### src/rtl/gpu_mem_coalescer_if.sv
// Warp memory port bundle between core, coalescer and single-port data memory.
// Latency: none (wires only).
// Backpressure: req_valid/req_ready on the core side, mem_req_valid/mem_req_ready on the memory side.
interface gpu_mem_coalescer_if #(
    parameter int NUM_THREADS = 4,
    parameter int DATA_WIDTH  = 16
);
    logic                                   req_valid;
    logic                                   req_ready;
    logic                                   req_we;
    logic [NUM_THREADS-1:0]                 req_mask;
    logic [NUM_THREADS-1:0][DATA_WIDTH-1:0] req_addr;
    logic [NUM_THREADS-1:0][DATA_WIDTH-1:0] req_wdata;
    logic                                   resp_valid;
    logic [NUM_THREADS-1:0][DATA_WIDTH-1:0] resp_rdata;
    logic                                   mem_req_valid;
    logic                                   mem_req_ready;
    logic                                   mem_we;
    logic [DATA_WIDTH-1:0]                  mem_addr;
    logic [DATA_WIDTH-1:0]                  mem_wdata;
    logic                                   mem_rvalid;
    logic [DATA_WIDTH-1:0]                  mem_rdata;
    logic [15:0]                            txn_count;

    // Coalescer side of the bundle.
    modport slave (
        input  req_valid, req_we, req_mask, req_addr, req_wdata,
        input  mem_req_ready, mem_rvalid, mem_rdata,
        output req_ready, resp_valid, resp_rdata,
        output mem_req_valid, mem_we, mem_addr, mem_wdata, txn_count
    );

    // Environment side: the core plus the data memory.
    modport master (
        output req_valid, req_we, req_mask, req_addr, req_wdata,
        output mem_req_ready, mem_rvalid, mem_rdata,
        input  req_ready, resp_valid, resp_rdata,
        input  mem_req_valid, mem_we, mem_addr, mem_wdata, txn_count
    );
endinterface

### src/rtl/gpu_mem_coalescer.sv
// Serialises one warp LDR/STR into single-word memory transactions, merging same-address load lanes.
// Latency: zero-wait memory gives load 2K+1 (K distinct addresses), store N+1, empty mask 1 cycle.
// Backpressure: req_ready low while an op is in flight; issue outputs hold while mem_req_ready is low.
module gpu_mem_coalescer #(
    parameter int NUM_THREADS = 4,
    parameter int DATA_WIDTH  = 16
) (
    input  logic                clk,
    input  logic                rst,
    gpu_mem_coalescer_if.slave  bus
);
    localparam int LW = (NUM_THREADS > 1) ? $clog2(NUM_THREADS) : 1;

    localparam logic [1:0] S_IDLE  = 2'd0;
    localparam logic [1:0] S_ISSUE = 2'd1;
    localparam logic [1:0] S_WAIT  = 2'd2;
    localparam logic [1:0] S_DONE  = 2'd3;

    logic [1:0]                             state;
    logic                                   we_r;
    logic [NUM_THREADS-1:0][DATA_WIDTH-1:0] addr_r;
    logic [NUM_THREADS-1:0][DATA_WIDTH-1:0] wdata_r;
    logic [NUM_THREADS-1:0][DATA_WIDTH-1:0] rdata_r;
    logic [NUM_THREADS-1:0]                 pending;
    logic [NUM_THREADS-1:0]                 inflight;
    logic [15:0]                            txn_count_r;

    logic [LW-1:0]                          lane;
    logic                                   lane_found;
    logic [NUM_THREADS-1:0]                 lane_bit;
    logic [NUM_THREADS-1:0]                 match;
    logic [NUM_THREADS-1:0]                 pending_after_store;
    logic [NUM_THREADS-1:0]                 pending_after_load;

    // Pick the lowest pending lane and find every pending lane sharing its address.
    always_comb begin
        lane       = '0;
        lane_found = 1'b0;
        lane_bit   = '0;
        match      = '0;
        for (int i = 0; i < NUM_THREADS; i++) begin
            if (pending[i] && !lane_found) begin
                lane       = LW'(i);
                lane_found = 1'b1;
            end
        end
        lane_bit[lane] = 1'b1;
        for (int i = 0; i < NUM_THREADS; i++) begin
            match[i] = pending[i] && (addr_r[i] == addr_r[lane]);
        end
    end

    assign pending_after_store = pending & ~lane_bit;
    assign pending_after_load  = pending & ~inflight;

    assign bus.req_ready     = (state == S_IDLE);
    assign bus.resp_valid    = (state == S_DONE);
    assign bus.resp_rdata    = rdata_r;
    assign bus.mem_req_valid = (state == S_ISSUE);
    assign bus.mem_we        = (state == S_ISSUE) ? we_r : 1'b0;
    assign bus.mem_addr      = (state == S_ISSUE) ? addr_r[lane] : '0;
    assign bus.mem_wdata     = (state == S_ISSUE) ? wdata_r[lane] : '0;
    assign bus.txn_count     = txn_count_r;

    // Op sequencing: accept, issue one word at a time, collect read data, report completion.
    always_ff @(posedge clk or posedge rst) begin
        if (rst) begin
            state       <= S_IDLE;
            we_r        <= 1'b0;
            addr_r      <= '0;
            wdata_r     <= '0;
            rdata_r     <= '0;
            pending     <= '0;
            inflight    <= '0;
            txn_count_r <= '0;
        end else begin
            case (state)
                S_IDLE: begin
                    if (bus.req_valid) begin
                        we_r     <= bus.req_we;
                        addr_r   <= bus.req_addr;
                        wdata_r  <= bus.req_wdata;
                        pending  <= bus.req_mask;
                        inflight <= '0;
                        rdata_r  <= '0;
                        state    <= (bus.req_mask == '0) ? S_DONE : S_ISSUE;
                    end
                end
                S_ISSUE: begin
                    if (bus.mem_req_ready) begin
                        txn_count_r <= txn_count_r + 16'd1;
                        if (we_r) begin
                            // Stores go out lane by lane so the highest lane wins on a shared address.
                            pending <= pending_after_store;
                            state   <= (pending_after_store == '0) ? S_DONE : S_ISSUE;
                        end else begin
                            inflight <= match;
                            state    <= S_WAIT;
                        end
                    end
                end
                S_WAIT: begin
                    if (bus.mem_rvalid) begin
                        for (int i = 0; i < NUM_THREADS; i++) begin
                            if (inflight[i]) begin
                                rdata_r[i] <= bus.mem_rdata;
                            end
                        end
                        pending  <= pending_after_load;
                        inflight <= '0;
                        state    <= (pending_after_load == '0) ? S_DONE : S_ISSUE;
                    end
                end
                default: begin
                    state <= S_IDLE;
                end
            endcase
        end
    end
endmodule

### src/flat_wrapper.sv
// flat-port wrapper written by rule: the top's interface ports become plain ports
module gpu_mem_coalescer_flat 
#(
    parameter int NUM_THREADS = 4,
    parameter int DATA_WIDTH  = 16
)
  (clk, rst, bus_req_valid, bus_req_we, bus_req_mask, bus_req_addr, bus_req_wdata, bus_mem_req_ready, bus_mem_rvalid, bus_mem_rdata, bus_req_ready, bus_resp_valid, bus_resp_rdata, bus_mem_req_valid, bus_mem_we, bus_mem_addr, bus_mem_wdata, bus_txn_count);
  gpu_mem_coalescer_if #(.NUM_THREADS(NUM_THREADS), .DATA_WIDTH(DATA_WIDTH)) bus_i ();
  input  logic clk;
  input  logic rst;
  input wire logic [$bits(bus_i.req_valid)-1:0] bus_req_valid;
  input wire logic [$bits(bus_i.req_we)-1:0] bus_req_we;
  input wire logic [$bits(bus_i.req_mask)-1:0] bus_req_mask;
  input wire logic [$bits(bus_i.req_addr)-1:0] bus_req_addr;
  input wire logic [$bits(bus_i.req_wdata)-1:0] bus_req_wdata;
  input wire logic [$bits(bus_i.mem_req_ready)-1:0] bus_mem_req_ready;
  input wire logic [$bits(bus_i.mem_rvalid)-1:0] bus_mem_rvalid;
  input wire logic [$bits(bus_i.mem_rdata)-1:0] bus_mem_rdata;
  output wire logic [$bits(bus_i.req_ready)-1:0] bus_req_ready;
  output wire logic [$bits(bus_i.resp_valid)-1:0] bus_resp_valid;
  output wire logic [$bits(bus_i.resp_rdata)-1:0] bus_resp_rdata;
  output wire logic [$bits(bus_i.mem_req_valid)-1:0] bus_mem_req_valid;
  output wire logic [$bits(bus_i.mem_we)-1:0] bus_mem_we;
  output wire logic [$bits(bus_i.mem_addr)-1:0] bus_mem_addr;
  output wire logic [$bits(bus_i.mem_wdata)-1:0] bus_mem_wdata;
  output wire logic [$bits(bus_i.txn_count)-1:0] bus_txn_count;
  assign bus_i.req_valid = bus_req_valid;
  assign bus_i.req_we = bus_req_we;
  assign bus_i.req_mask = bus_req_mask;
  assign bus_i.req_addr = bus_req_addr;
  assign bus_i.req_wdata = bus_req_wdata;
  assign bus_i.mem_req_ready = bus_mem_req_ready;
  assign bus_i.mem_rvalid = bus_mem_rvalid;
  assign bus_i.mem_rdata = bus_mem_rdata;
  assign bus_req_ready = bus_i.req_ready;
  assign bus_resp_valid = bus_i.resp_valid;
  assign bus_resp_rdata = bus_i.resp_rdata;
  assign bus_mem_req_valid = bus_i.mem_req_valid;
  assign bus_mem_we = bus_i.mem_we;
  assign bus_mem_addr = bus_i.mem_addr;
  assign bus_mem_wdata = bus_i.mem_wdata;
  assign bus_txn_count = bus_i.txn_count;
  gpu_mem_coalescer #(.NUM_THREADS(NUM_THREADS), .DATA_WIDTH(DATA_WIDTH)) u_core (.clk(clk), .rst(rst), .bus(bus_i));
endmodule
### config.mk
export PLATFORM = sky130hd
export DESIGN_NAME = gpu_mem_coalescer_flat
export DESIGN_NICKNAME = d
export VERILOG_FILES = /design/src/rtl/gpu_mem_coalescer_if.sv /design/src/rtl/gpu_mem_coalescer.sv /design/src/flat_wrapper.sv
export SDC_FILE = /design/constraint.sdc
export NUM_CORES = 1
export LEC_CHECK = 0
export ABC_CLOCK_PERIOD_IN_PS = 11600
export BUFFER_PORTS_ARGS = -buffer_cell sky130_fd_sc_hd__buf_2
export CAP_MARGIN = 20
export CORE_MARGIN = 2
export CORE_UTILIZATION = 55
export DETAILED_ROUTE_END_ITERATION = 8
export PLACE_DENSITY = 0.8
export SETUP_SLACK_MARGIN = 0.15
export SKIP_LAST_GASP = 1
export SLEW_MARGIN = 20
export SYNTH_ARGS = -nofsm -noshare
export SYNTH_HDL_FRONTEND = slang
export SYNTH_SLANG_ARGS = --single-unit
### constraint.sdc
create_clock -name clk -period 11.6 [get_ports clk]
set_input_delay 1.16 -clock clk [delete_from_list [all_inputs] [get_ports clk]]
set_output_delay 1.16 -clock clk [all_outputs]
set_load 0.02 [all_outputs]
### Word level (Yosys, flattened, before mapping)

Cells that the tools add are included.

| operators by class | value |
|---|---|
| add/sub/neg operators | 1 |
| order comparisons | 2 |
| equality and inequality tests | 16 |
| muxes and demuxes | 40 |
| bitwise operators | 4 |
| reductions and logical operators | 26 |

Operator list:

| kind | count |
|---|---|
| $mux W16 | 8 |
| $mux W64 | 2 |
| $pmux W64 S2 | 1 |
| $bmux W16 S2 | 2 |
| $eq A16 B16 Y1 | 4 |
| $mux W4 | 8 |
| $pmux W4 S3 | 2 |
| $mux W2 | 9 |
| $add A16 B1 Y16 const B | 1 |
| $reduce_and A4 Y1 | 4 |
| $logic_not A4 Y1 | 3 |
| $ne A2 B1 Y1 const B | 5 |
| $reduce_and A5 Y1 | 2 |
| $and A4 B4 Y4 | 2 |
| $logic_and A1 B1 Y1 | 8 |
| $ne A2 B2 Y1 const B | 4 |
| $not A4 Y4 | 2 |
| $mux W1 | 6 |
| $pmux W2 S3 | 1 |
| $eq A2 B2 Y1 const B | 2 |
| $reduce_and A2 Y1 | 2 |
| $logic_not A1 Y1 | 3 |
| $lt A2 B3 Y1 const B | 1 |
| $reduce_and A3 Y1 | 1 |
| 6 further kinds | 6 |

| word-level totals | value |
|---|---|
| bits in registers | 219 |
| input port bits | 154 |
| output and inout port bits | 116 |
| logic and storage cells | 106 |

### Logic depth before layout (Yosys ltp)

| depth | value |
|---|---|
| word-level depth | 21 |
| mapped depth | 10 |
| mapped depth without buffers | 9 |

### Least setup slack after synthesis

Ideal clock, no wire load.

| timing | value |
|---|---|
| path type | register to output |
| from | register u_core.pending[0] |
| to | output bus_mem_wdata[10] |
| data arrival time | 1.993 ns |
| data required time | 10.440 ns |
| setup slack | 8.447 ns |
| stages on the path, launching flop included | 7 |
| buffers on the path | 2 |
| cell sequence | dfrtp_1 -> or2_2 -> buf_6 -> nor2_1 -> clkbuf_1 -> a22oi_1 -> a31oi_1 |

| between the ends | value |
|---|---|
| longest elaborated chain between the ends | 13 |
| elaborated cells between the ends (all ways) | 15 |
| classes of those cells | 9 x mux; 6 x reduce/logical |

Ends and longest elaborated chain:

| what | RTL line | RTL |
|---|---|---|
| start: declaration | gpu_mem_coalescer.sv:24 | `logic [NUM_THREADS-1:0] pending;` |
| start signal: assignment | gpu_mem_coalescer.sv:83 | `pending <= bus.req_mask;` |
| start signal: assignment | gpu_mem_coalescer.sv:94 | `pending <= pending_after_store;` |
| start signal: assignment | gpu_mem_coalescer.sv:109 | `pending <= pending_after_load;` |
| $mux W1 * | gpu_mem_coalescer.sv:42 | `if (pending[i] && !lane_found) begin` |
| $logic_not A1 Y1 | gpu_mem_coalescer.sv:42 |  |
| $logic_and A1 B1 Y1 | gpu_mem_coalescer.sv:42 |  |
| $mux W1 | gpu_mem_coalescer.sv:42 |  |
| $logic_not A1 Y1 | gpu_mem_coalescer.sv:42 |  |
| $logic_and A1 B1 Y1 | gpu_mem_coalescer.sv:42 |  |
| $mux W1 | gpu_mem_coalescer.sv:42 |  |
| $logic_not A1 Y1 | gpu_mem_coalescer.sv:42 |  |
| $logic_and A1 B1 Y1 | gpu_mem_coalescer.sv:42 |  |
| $mux W2 * | gpu_mem_coalescer.sv:42 |  |
| $bmux W16 S2 * | gpu_mem_coalescer.sv:62 | `assign bus.mem_wdata = (state == S_ISSUE) ? wdata_r[lane] : '0;` |
| $mux W16 (implied by the code) * | gpu_mem_coalescer.sv:62 |  |
| $mux W16 * | gpu_mem_coalescer.sv:62 |  |
| end: declaration | flat_wrapper.sv:25 | `output wire logic [$bits(bus_i.mem_wdata)-1:0] bus_mem_wdata;` |

Every way passes the cells marked *; elsewhere a longest branch is shown, timed or not. The select of a mux whose other input is x is not followed.

### Worst setup path in the final report

| timing | value |
|---|---|
| from | register u_core.pending[3] |
| to | output bus_mem_addr[4] |

| between the ends | value |
|---|---|
| longest elaborated chain between the ends | 5 |

Ends and longest elaborated chain:

| what | RTL line | RTL |
|---|---|---|
| $logic_and A1 B1 Y1 | gpu_mem_coalescer.sv:42 |  |
| $mux W2 | gpu_mem_coalescer.sv:42 |  |
| $bmux W16 S2 | gpu_mem_coalescer.sv:61 | `assign bus.mem_addr = (state == S_ISSUE) ? addr_r[lane] : '0;` |
| $mux W16 (implied by the code) | gpu_mem_coalescer.sv:61 |  |
| $mux W16 | gpu_mem_coalescer.sv:61 |  |
| end: declaration | flat_wrapper.sv:24 | `output wire logic [$bits(bus_i.mem_addr)-1:0] bus_mem_addr;` |

No other way between the ends. The select of a mux whose other input is x is not followed.

==> summary.txt <==
Number of buffers inserted for hold repair after clock tree synthesis -> 0
Critical path start-end classification -> flip-flop to output port
NetSw -> 1.79 mW
Worst max-slew margin expressed relative to the limit -> 0.238
Global Route Usage Sum -> 0.289
Internal Dissipation -> 2.37 mW
Data arrival time at the worst-slack endpoint -> 3.25 ns
Endpoints failing setup -> 0
Number of fillers in the final layout -> 1453
Routed wirelength normalized by instance count -> 20.0 um
Die height -> 141 um
Number of routed nets with antenna violations -> 0
Path class of the lowest-slack min-delay path -> flip-flop to flip-flop
Post-Synthesis Cell Area -> 0.0103 mm^2
Depth of the CTS H-tree -> 1
Power per cell area -> 329 mW/mm^2
Clk pwr share -> 0.188
Max VDD drop -> 172 uV
Min Tclk post-route -> 4.41 ns
Post-CTS setup buffer count -> 0
Starting Density -> 0.557
Count of maximum capacitance violations -> 0
Clock buffer count from CTS -> 23
Fraction of layout instances using a drive strength above 1 -> 0.377
First-iteration detailed-routing DRC count -> 664
IO Count -> 270
Part of the total power dissipated in combinational logic -> 0.465
Outcome -> completed
Final setup TNS -> 0 ns
Element type at the critical path start -> flip-flop
Max FO, Critical Path -> 22
Async set or reset register ratio after synthesis -> 1.00
Data required time of the worst path -> 10.44 ns
FP Rows -> 50
Worst slew pin tran -> 1.14 ns
Routed via count divided by cell count -> 5.91
Endpoint kind of the worst setup timing path -> output port
Most frequent cells in the layout -> 269 x sky130_fd_sc_hd__buf_2, 219 x sky130_fd_sc_hd__dfrtp_1, 144 x sky130_fd_sc_hd__nand2_1
TritonCTS Sinks -> 219
Die Wd -> 141 um
Post-DP Area -> 0.0118 mm^2
Post-route setup slack -> 7.19 ns
Max-slew violations -> 0
Total of flip-flops plus latches after synthesis -> 219
Synthesis-to-finish area growth -> 22.5%
Initial DRT Pass Iterations -> 7
Antenna violations before repair -> 3
Lkg Pwr -> 6.06 nW
Count of flip-flops with a built-in enable after synthesis -> 0
Max Freq -> 0.227 GHz
GP Congestion -> 0.998
Half-perimeter wire length after detailed placement -> 20.5 mm
Total via count after detailed routing -> 8659
Via count of the first global-routing pass -> 8561
DRC viols -> 0
Final #Nets -> 1371
Final hold vios -> 0
Most frequent standard cell in the layout excluding fill and tap cells -> sky130_fd_sc_hd__buf_2
Switching portion of total power -> 0.430
Worst hold stages -> 1
Avg Cell Area, Syn -> 10.7 um^2
Share of total power in sequential cells -> 0.347
Number of buffers between clock root and the deepest sink -> 3
Total power -> 4.16 mW
Reg2reg path depth -> 7
Setup repair after global routing missed its margin -> no
Dominant synthesized flop cell -> sky130_fd_sc_hd__dfrtp_1
Number of nets in the synthesized netlist -> 1123
Cts repair resizes -> 0
Part of the Yosys area used for sequential elements -> 0.530
Skew final -> 0.0138 ns
Place WS -> 7.86 ns
Core footprint -> 0.0186 mm^2
Register area -> 0.00548 mm^2
Reg-to-reg slack, setup -> 8.22 ns
TritonCTS clock tree -> done
Area of the multi-input gates -> 0.00450 mm^2
Area of the die -> 0.0199 mm^2
Cell at the root of the clock tree -> sky130_fd_sc_hd__clkbuf_16
Final period util -> 0.380
Pin count of the biggest net entering global routing -> 135
Netlist cell types -> 66
Buffers added on ports -> 269
GR Overflow Total -> 0
First-pass GRT wire length -> 45.7 mm
Post-route design area -> 0.0127 mm^2
Clock Latency Late Sink -> 0.52 ns
Post-synthesis cell count -> 964
Number of warnings printed during yosys synthesis -> 0
CTS clock-pin slew for the worst setup and hold paths -> 0.06 ns
Total wirelength of the detailed-routed design -> 29.2 mm
[worst paths after layout]
path,from,endpoint
setup / recovery,u_core.pending[3],bus_mem_addr[4]
hold / removal,u_core.bus.txn_count[15],u_core.bus.txn_count[15]
setup reg to reg,u_core.pending[3],u_core.inflight[2]
hold reg to reg,u_core.bus.txn_count[15],u_core.bus.txn_count[15]
max in group asynchronous,rst,u_core.addr_r[38]
min in group asynchronous,rst,u_core.bus.resp_rdata[27]
[final cells by class]
class | instances | share of cell area
Timing Repair Buffer | 276 | 0.112
Multi-Input combinational cell | 653 | 0.355
Clock buffer | 35 | 0.0561
Antenna cell | 2 | 0.000395
Inverter | 39 | 0.0121
Clock inverter | 6 | 0.00879
Tap cell | 234 | 0.0231
Sequential cell | 219 | 0.432
[cells in the mapped netlist (13+ instances only)]
| cell | number | area [um^2] |
|---|---|---|
| sky130_fd_sc_hd__a22oi_1 | 20 | 150 |
| sky130_fd_sc_hd__xor2_1 | 13 | 114 |
| sky130_fd_sc_hd__o21ai_0 | 80 | 400 |
| sky130_fd_sc_hd__nor2_1 | 42 | 158 |
| sky130_fd_sc_hd__o22ai_1 | 17 | 106 |
| sky130_fd_sc_hd__dfrtp_1 | 219 | 5480 |
| sky130_fd_sc_hd__inv_1 | 38 | 143 |
| sky130_fd_sc_hd__nor3_1 | 15 | 75.1 |
| sky130_fd_sc_hd__nand3_1 | 14 | 70.1 |
| sky130_fd_sc_hd__a31oi_1 | 19 | 119 |
| sky130_fd_sc_hd__nand2_1 | 145 | 544 |
| sky130_fd_sc_hd__xnor2_1 | 17 | 149 |
| sky130_fd_sc_hd__clkbuf_1 | 39 | 146 |
| sky130_fd_sc_hd__mux2_2 | 131 | 1480 |
[kinds of logic after synthesis]
logic type | after synthesis | share of synthesized area
flops | 219 | 0.530
buf+inv | 92 | 0.0372
mux | 133 | 0.144
simple gates | 268 | 0.116
xor+xnor | 31 | 0.0270
compound gates | 216 | 0.139
fa+ha+maj | 5 | 0.00605
[sequential cells by signal (all words and copies together) (netlist names)]
register,count
u_core.we_r,1
u_core.state,2
u_core.wdata_r,64
u_core.inflight,4
u_core.bus.txn_count,16
u_core.addr_r,64
u_core.pending,4
u_core.bus.resp_rdata,64
[critical path: stages (launching register included)]
cell,delay (ns)
sky130_fd_sc_hd__dfrtp_1,0.83
sky130_fd_sc_hd__nor3_1,0.13
sky130_fd_sc_hd__nor2_1,0.89
sky130_fd_sc_hd__a2bb2oi_1,0.30
sky130_fd_sc_hd__o31a_1,0.26
sky130_fd_sc_hd__and2_1,0.15
sky130_fd_sc_hd__buf_2,0.16
[per-layer routing]
layer  up-vias  GRT usage  part of all wire
met1      4215      0.393              0.40
met2       452      0.473              0.48
met4         2     0.0858             0.019
li1       3937          -                 -
met3        53     0.0581             0.093
met5         -          0           0.00041
[per-stage QoR]
| step | hold slack, ns | utilization | instances |
|---|---|---|---|
| final | 0.471 | 0.682 | 1464 |
| after global placement | 0.456 | 0.636 | 1420 |
| after detailed placement | 0.463 | 0.636 | 1420 |
| after CTS | 0.471 | 0.680 | 1461 |
| after global routing | 0.502 | 0.682 | 1464 |
| after floorplan | 0.462 | - | 964 |
[power by group through the flow]
stage | registers [mW] | logic [mW] | clock network, mW
3_3_place_gp | 1.42 | 1.87 | 0
6_report | 1.44 | 1.94 | 0.783
2_1_floorplan | 1.48 | 1.25 | 0
4_1_cts | 1.43 | 1.91 | 0.798
3_5_place_dp | 1.44 | 1.90 | 0
5_1_grt | 1.48 | 2.10 | 0.829
(Power assumes the default switching activity.)
